<file path="src/rtl/gpo_pad_seq_ctrl.sv">
// Sequenced configuration controller for a bank of EG1d80V GPO pads.
// Each reconfiguration tri-states the pad, waits, applies the new settings and re-enables it.
module gpo_pad_seq_ctrl #(
  parameter int NCH        = 8,
  parameter int SETTLE_CYC = 4,
  parameter int CHW        = 3
) (
  input  logic             CLK_I,
  input  logic             RSTN_I,
  input  logic             CFG_WE_I,
  input  logic [CHW-1:0]   CFG_CH_I,
  input  logic [7:0]       CFG_DATA_I,
  output logic             CFG_BUSY_O,
  output logic             CFG_ERR_O,
  input  logic [NCH-1:0]   DATA_I,
  input  logic             VBIAS_OK_I,
  output logic [NCH-1:0]   DO_O,
  output logic [4*NCH-1:0] DS_O,
  output logic [NCH-1:0]   SR_O,
  output logic [NCH-1:0]   CO_O,
  output logic [NCH-1:0]   OE_O,
  output logic [NCH-1:0]   ODP_O,
  output logic [NCH-1:0]   ODN_O,
  output logic [NCH-1:0]   VBIAS_FAULT_O
);

  localparam int CNTW = (SETTLE_CYC > 1) ? $clog2(SETTLE_CYC) : 1;

  typedef enum logic [1:0] {
    ST_IDLE,
    ST_DRAIN,
    ST_APPLY,
    ST_ENABLE
  } state_t;

  state_t          state_reg, state_next;
  logic [CHW-1:0]  ch_reg, ch_next;
  logic [7:0]      data_reg, data_next;
  logic [CNTW-1:0] cnt_reg, cnt_next;
  logic            err_reg, err_next;

  logic [CHW-1:0]  op_ch;
  logic [7:0]      op_data;
  logic            ch_valid;
  logic            accept;
  logic            sel_oe;
  logic            apply_en;
  logic            oe_clr;
  logic            oe_set;
  logic            fault_set;
  logic            fault_clr;
  logic [NCH-1:0]  sel_vec;
  logic [NCH-1:0]  oe_vec;

  assign ch_valid = ({1'b0, CFG_CH_I} < (CHW+1)'(NCH));
  assign accept   = (state_reg == ST_IDLE) && CFG_WE_I && ch_valid;

  // In IDLE the incoming write is the operand, so actions can take effect on the accepting edge.
  assign op_ch   = (state_reg == ST_IDLE) ? CFG_CH_I : ch_reg;
  assign op_data = (state_reg == ST_IDLE) ? CFG_DATA_I : data_reg;
  assign sel_oe  = |(sel_vec & oe_vec);

  assign CFG_BUSY_O = (state_reg != ST_IDLE);
  assign CFG_ERR_O  = err_reg;

  always_ff @(posedge CLK_I) begin
    if (!RSTN_I) begin
      state_reg <= ST_IDLE;
      ch_reg    <= '0;
      data_reg  <= '0;
      cnt_reg   <= '0;
      err_reg   <= 1'b0;
    end else begin
      state_reg <= state_next;
      ch_reg    <= ch_next;
      data_reg  <= data_next;
      cnt_reg   <= cnt_next;
      err_reg   <= err_next;
    end
  end

  always_comb begin
    state_next = state_reg;
    ch_next    = ch_reg;
    data_next  = data_reg;
    cnt_next   = cnt_reg;
    err_next   = CFG_WE_I && !accept;
    apply_en   = 1'b0;
    oe_clr     = 1'b0;
    oe_set     = 1'b0;
    fault_set  = 1'b0;
    fault_clr  = 1'b0;

    unique case (state_reg)
      ST_IDLE: begin
        if (accept) begin
          ch_next   = CFG_CH_I;
          data_next = CFG_DATA_I;
          fault_clr = 1'b1;
          if (sel_oe) begin
            oe_clr     = 1'b1;
            cnt_next   = CNTW'(SETTLE_CYC - 1);
            state_next = ST_DRAIN;
          end else begin
            // Pad already tri-stated: nothing to drain, apply right away.
            apply_en   = 1'b1;
            state_next = ST_APPLY;
          end
        end
      end
      ST_DRAIN: begin
        if (cnt_reg == '0) begin
          apply_en   = 1'b1;
          state_next = ST_APPLY;
        end else begin
          cnt_next = cnt_reg - 1'b1;
        end
      end
      ST_APPLY: begin
        state_next = ST_ENABLE;
        if (data_reg[7:6] != 2'b00) begin
          if (data_reg[1:0] == 2'b00 || VBIAS_OK_I) begin
            oe_set = 1'b1;
          end else begin
            fault_set = 1'b1;
          end
        end
      end
      ST_ENABLE: begin
        state_next = ST_IDLE;
      end
      default: begin
        state_next = ST_IDLE;
      end
    endcase
  end

  for (genvar gi = 0; gi < NCH; gi++) begin : g_ch
    logic [3:0] ds_reg;
    logic       sr_reg;
    logic       co_reg;
    logic       oe_reg;
    logic       odp_reg;
    logic       odn_reg;
    logic       fault_reg;
    logic       do_reg;
    logic       vbias_drop;

    assign sel_vec[gi] = (op_ch == CHW'(gi));
    // High-drive settings are only safe with a settled bias supply.
    assign vbias_drop  = !VBIAS_OK_I && oe_reg && (ds_reg[1:0] != 2'b00);

    always_ff @(posedge CLK_I) begin
      if (!RSTN_I) begin
        ds_reg    <= '0;
        sr_reg    <= 1'b0;
        co_reg    <= 1'b0;
        oe_reg    <= 1'b0;
        odp_reg   <= 1'b0;
        odn_reg   <= 1'b0;
        fault_reg <= 1'b0;
        do_reg    <= 1'b0;
      end else begin
        do_reg <= DATA_I[gi];
        if (apply_en && sel_vec[gi]) begin
          ds_reg  <= op_data[3:0];
          sr_reg  <= op_data[4];
          co_reg  <= op_data[5];
          odp_reg <= (op_data[7:6] == 2'b10);
          odn_reg <= (op_data[7:6] == 2'b11);
        end
        if (oe_clr && sel_vec[gi]) begin
          oe_reg <= 1'b0;
        end else if (oe_set && sel_vec[gi]) begin
          oe_reg <= 1'b1;
        end else if (vbias_drop) begin
          oe_reg <= 1'b0;
        end
        // An accepted write is the only way to clear a latched fault.
        if (fault_clr && sel_vec[gi]) begin
          fault_reg <= 1'b0;
        end else if (fault_set && sel_vec[gi]) begin
          fault_reg <= 1'b1;
        end else if (vbias_drop) begin
          fault_reg <= 1'b1;
        end
      end
    end

    assign oe_vec[gi]          = oe_reg;
    assign DO_O[gi]            = do_reg;
    assign DS_O[4*gi +: 4]     = ds_reg;
    assign SR_O[gi]            = sr_reg;
    assign CO_O[gi]            = co_reg;
    assign OE_O[gi]            = oe_reg;
    assign ODP_O[gi]           = odp_reg;
    assign ODN_O[gi]           = odn_reg;
    assign VBIAS_FAULT_O[gi]   = fault_reg;
  end

endmodule

</file>
<file path="config.mk">
export PLATFORM = sky130hd
export DESIGN_NAME = gpo_pad_seq_ctrl
export DESIGN_NICKNAME = d
export VERILOG_FILES = /design/src/rtl/gpo_pad_seq_ctrl.sv
export SDC_FILE = /design/constraint.sdc
export NUM_CORES = 1
export LEC_CHECK = 0
export CORE_MARGIN = 5
export CORE_UTILIZATION = 45
export DETAILED_ROUTE_END_ITERATION = 6
export PLACE_DENSITY_LB_ADDON = 0.2
export SKIP_CTS_REPAIR_TIMING = 1
export SLEW_MARGIN = 20
export SYNTH_ARGS = -nofsm -noshare
export SYNTH_HDL_FRONTEND = slang
export SYNTH_SLANG_ARGS = --single-unit
export TNS_END_PERCENT = 20
</file>
<file path="constraint.sdc">
create_clock -name CLK_I -period 2.2 [get_ports CLK_I]
set_clock_uncertainty 0.1 [all_clocks]
set_input_delay 0.22 -clock CLK_I [delete_from_list [all_inputs] [get_ports CLK_I]]
set_output_delay 0.22 -clock CLK_I [all_outputs]
set_load 0.02 [all_outputs]
</file>
[Word-level counts from Yosys, hierarchy flattened]
Index checks and enable logic that the tools add are counted.
W data, S select, Z words.
Word-level totals
  flip-flop bits (word level): 104
  memories kept: 0
  logic and storage cells: 257
  memory bits (read-only): 0
  RAM bits: 0
  bits in latches: 0
Operators by class
  multiplexer cells: 57
  add/sub/neg operators: 1
  equality and inequality tests: 16
  multiply operators: 0
  shift operators: 0
  divide/modulo/power cells: 0
  order comparisons: 0
  bitwise gates (word level): 2
  reductions and logical operators: 112
Operators with widths (count)
  $logic_and A1 B1 Y1: 58
  $reduce_bool A2 Y1: 27
  $mux W1: 46
  $reduce_or A2 Y1: 16
  $eq A3 B3 Y1 const B: 4
  $mux W2: 6
  $and A8 B8 Y8: 1
  $eq A2 B2 Y1 const B: 4
  $mux W8: 1
  $ne A2 B2 Y1 const B: 4
  $pmux W2 S4: 1
  $reduce_or A8 Y1: 1
  $eq A3 B2 Y1 const B: 2
  $logic_not A2 Y1: 3
  $pmux W2 S2: 1
  $reduce_and A2 Y1: 2
  $reduce_and A4 Y1: 1
  $eq A3 B1 Y1 const B: 1
  $logic_not A3 Y1: 1
  $mux W3: 1
  $eq A2 B1 Y1 const B: 1
  $logic_not A1 Y1: 2
  $pmux W1 S2: 1
  $sub A2 B1 Y2 const B: 1
  2 further kinds: 2

[Logic depth before layout (Yosys ltp)]
  word-level depth: 10
  mapped depth: 11
  depth with buffers taken out: 8

[Worst setup path before layout]
Ideal clock, no wire load.
  path type: register to register
  start: register state_reg[0]
  end: register g_ch[0].co_reg
  path slack: -234 ps
  data arrival time: 2200 ps
  cell stages (with the launch flop): 12
  period minus slack after synthesis: 2434 ps
  buffers on the path: 3
  required time: 1966 ps
  cell sequence: dfxtp_1 > inv_1 > ha_1 > buf_6 > buf_2 > nand3b_1 > o21ai_0 > a32o_2 > or2_4 > buf_12 > a41oi_4 > o22ai_1
Between the ends
  longest elaborated chain between the ends: 9
  elaborated cells on any way between the ends: 19
Ends and longest elaborated chain
  start: declaration: line 36  | state_t state_reg, state_next;
  start signal: assignment: line 74  | state_reg <= state_next;
  $logic_not A2 Y1
  $mux W3: line 59  | assign op_ch = (state_reg == ST_IDLE) ? CFG_CH_I : ch_reg;
  $eq A3 B1 Y1 (tied with other cells): line 149  | assign sel_vec[gi] = (op_ch == CHW'(gi));
  $and A8 B8 Y8: line 61  | assign sel_oe = |(sel_vec & oe_vec);
  $reduce_or A8 Y1: line 61
  $mux W1: line 100  | if (sel_oe) begin
  $mux W1: line 96  | if (accept) begin
  $pmux W1 S2: line 94  | unique case (state_reg)
  $logic_and A1 B1 Y1: line 165  | if (apply_en && sel_vec[gi]) begin
  end signal: assignment: line 168  | co_reg <= op_data[5];
  end: declaration: line 141  | logic co_reg;
Parallel ways exist; a longest one is shown, timed or not.
A chain may end at the register's enable or synchronous reset.

[Final worst setup path]
  start: register state_reg[0]
  end: register g_ch[4].odp_reg
Between the ends
  longest elaborated chain between the ends: 9
  elaborated cells on any way between the ends: 20
Ends and longest elaborated chain
  $logic_not A2 Y1
  $mux W3: line 59
  $eq A3 B1 Y1 (tied with other cells): line 149
  $and A8 B8 Y8: line 61
  $reduce_or A8 Y1: line 61
  $mux W1: line 100
  $mux W1: line 96
  $pmux W1 S2: line 94
  $logic_and A1 B1 Y1: line 165
  end signal: assignment: line 169  | odp_reg <= (op_data[7:6] == 2'b10);
  end: declaration: line 143  | logic odp_reg;
Parallel ways exist; a longest one is shown, timed or not.

==> impl.org <==
** Clock tree
- Clock Root Buffer :: clkbuf_8
- Clock-pin slew reported for the worst setup and hold paths after clock tree synthesis :: approximately 0.11 ns
- Counting the buffers created by CTS gives 9.
- Deepest clock path buffer count :: 2
- Clock sinks :: 104
- The H-tree was split into 3 levels.
- Clock tree from TritonCTS :: yes
- Clock latency on the worst-skew pair, taken at its later pin, is 0.38 ns.

** Pwr
- The clock network accounts for ~18% of the total power.
- Power dissipated by switching net loads :: 2520 uW
- Sequential cells burn 34.8% of the power.
- Across the VDD grid, the largest voltage drop is between 0.4 and 0.5 mV.
- Internal Power :: 3810 uW
- Combinational share of power :: 47.6%
- Share of total power consumed by net switching :: 39.8%
- In this run the static leakage power is 0.00240 uW.
- PwrDens :: roughly 1000 nW/um^2

** Logic synthesis
- Total number of yosys warnings :: 0
- Synthesis produced a netlist with a net count of approximately 580.
- Leading post-synthesis cells by cell area :: dfxtp_1 43%, buf_4 8.6%, nand2_1 7.6%
- Share of the synthesized area in the top cell type :: 42.8%
- Post-synth top flop :: dfxtp_1
- Top cell type by total area after synthesis :: dfxtp_1
- The average instance in the mapped netlist occupies 8.87 sq um.
- The most common cell in the synthesized netlist is dfxtp_1.
- In the synthesized netlist, the cells that appear most often are 104 x dfxtp_1, 98 x nand2_1, 56 x buf_4.
- The cell count after synthesis came out at 549.
- Number of distinct standard cells referenced by the synthesized netlist :: 43
- Synth Cell Area :: 4870 sq um
- Number of enable-type register cells in the synthesized netlist :: 0
- Async set-reset flop share out of synthesis :: 0%
- After synthesis, flip-flops and latches occupy a little over two fifths of the total area.
- Flip-flop and latch count after synthesis :: 104

** STA
- After layout, the worst path uses 110% of the clock period.
- Setup repair after global routing could not meet its margin everywhere.
- Worst max-slew margin expressed relative to the limit :: 48.3%
- FMAX :: 0.413 GHz
- Setup Viol. Count Final :: between 70 and 80
- Final critical-path required period :: 2.42 ns
- Hold timing on the final database bottoms out at a slack of about 0.13 ns.
- At the pin with the least slew margin, the transition time is 0.768 ns.
- Post-route worst setup slack :: -0.224 ns
- Final-report hold violation count :: 0
- Adding up every negative setup slack in the final design gives -9.62 ns.
- Final Max Slew Viols :: 0

** Die
- Die height :: 114 um
- After floorplanning, the core was sized to cover approximately 11000 sq um.
- Number of placement rows :: 38
- X dimension of the die :: 114 um
- For this configuration, the core starts out at a cell density of 45.3%.
- I/O pin count :: 113
- Overall die area :: 13000 sq um

** Placement
- Port Buffer Count :: between 100 and 150
- Pre-CTS setup slack :: -0.328 ns
- GPL Wtd Cong :: 0.889
- Detailed placement ended at an HPWL of 10300 um.

** Layout
- End-of-flow core utilization :: 59.2%
- Layout net count :: between 600 and 700
- Cells with a size suffix above 1 make up 16.5% of the layout.
- Area delta synth->final :: 30.6%
- The filler cells instantiated in the layout total 970.
- Antenna Cells :: 0
- The register with the most flip-flops in the layout has 32 of them.

** Setup path
- Critical path class :: register to register
- At the worst endpoint, the arrival time is 2.62 ns.
- STA classifies the critical path startpoint as a register.
- For the worst setup path, the data required time is 2.39 ns.
- CP endpoint kind :: register
- Along the worst path, the maximum fanout reaches 7.

** Run status
- Outcome :: finished with violations
- The checks that failed: negative setup slack.

** Min path
- The min-delay analysis places its worst path in the category input pin to register.

** Drt
- For this block, the routed nets add up to 13600 um of wire.
- The count of nets left with antenna violations once routing finished came out at 0.
- For this block, the initial DRC count from the detailed router was 241.
- Vias after detailed routing :: 4250
- For this run, the detailed router's first-pass iteration total came to 5.
- Dividing the detail-routed wire length by the instance count gives 17.2 um.
- Number of remaining DRC errors :: 0
- In the routed layout, each cell is associated on average with a via count of 5.35.

** Global routing
- GRT Overall Usage :: a little over a fifth
- Wire length of the first global-routing pass :: 21500 um
- The via count of the first global-routing pass is 4074.
- Remaining global-route overflow :: 0
- The initial antenna violation count is 0.
- Maximum number of pins on one net before global-route repair :: 58

** Flow run
- Max-cap viol count :: 0
## per-layer routing
metal | wire length (um) | GRT usage, % | up-vias | part of all wire [%]
li1 | - | - | 2066 | -
met1 | 6290 | 28.4 | 2032 | 46
met2 | 6150 | 32.9 | 141 | 45
met3 | 984 | 4.88 | 11 | 7.2
met4 | 199 | 6.57 | 0 | 1.5
met5 | 0 | 0 | - | 0
## worst max-delay path, cell delays in order, from the launching register on
cell     delay, ns
dfxtp_2       0.34
inv_2         0.07
ha_4          0.17
mux2i_4       0.33
mux2i_1       0.15
a32o_2        0.28
or2_4         0.31
buf_12        0.17
o21ai_4       0.18
mux2i_1       0.23
## layout by cell type (no fill, tap or decap), types with 4 or more instances in the layout
| cell | count |
|---|---|
| clkdlybuf4s50_1 | 110 |
| dfxtp_1 | 102 |
| nand2_1 | 98 |
| buf_4 | 54 |
| nor2_1 | 44 |
| o22ai_1 | 33 |
| o21ai_0 | 28 |
| mux2i_1 | 24 |
| a32o_1 | 16 |
| and2_1 | 15 |
| a21boi_0 | 12 |
| a21oi_1 | 12 |
| nor3_1 | 11 |
| nor3b_1 | 10 |
| clkbuf_8 | 9 |
| o21ai_4 | 7 |
| a21boi_2 | 6 |
| nand3_1 | 4 |
| buf_12 | 4 |
## per-stage QoR
step	std cells	area, sq um	total power, uW
5_1_grt	794	6360	6660
3_3_place_gp	777	6110	5100
3_5_place_dp	777	6110	5160
4_1_cts	792	6290	6270
2_1_floorplan	549	4900	4020
6_report	794	6360	6340
## worst paths after layout
check / from / end / slack [ns] / cells after the start
max reg2reg: state_reg[0] / g_ch[4].odp_reg / -0.22 / 9
min: RSTN_I / state_reg[0] / 0.13 / 3
max: state_reg[0] / g_ch[4].odp_reg / -0.22 / 9
min reg2reg: g_ch[4].odn_reg / g_ch[4].odn_reg / 0.36 / 2
## logic make-up (layout without fill, tap and decap cells)
group | count (synthesis) | in the layout | share of synthesized area [%]
and+or+nand+nor | 192 | 192 | 17.4
buffers and inverters | 87 | 192 | 11.8
DFF | 104 | 104 | 42.8
adders and majority gates | 4 | 4 | 1.03
AOI/OAI and AO/OA | 135 | 135 | 21.1
muxes | 27 | 27 | 5.86
## power by group through the flow
stage	registers [uW]	logic [uW]	clock network, uW
floorplan	2290	1730	0
global placement	2240	2860	0
detailed placement	2250	2910	0
CTS	2200	2920	1150
global route	2230	3220	1220
finish	2200	3020	1110
## layout make-up
| class | instances | area, sq um | area share (%) |
|---|---|---|---|
| clock buffers | 9 | 124 | 1.95 |
| clock inverters | 6 | 52.6 | 0.826 |
| inverters | 6 | 22.5 | 0.354 |
| multi-input cells | 358 | 2280 | 35.8 |
| flip-flops and latches | 104 | 2080 | 32.8 |
| well taps | 140 | 175 | 2.75 |
| repair buffers | 171 | 1620 | 25.5 |
No activity file was read; power rests on OpenSTA's default activity.
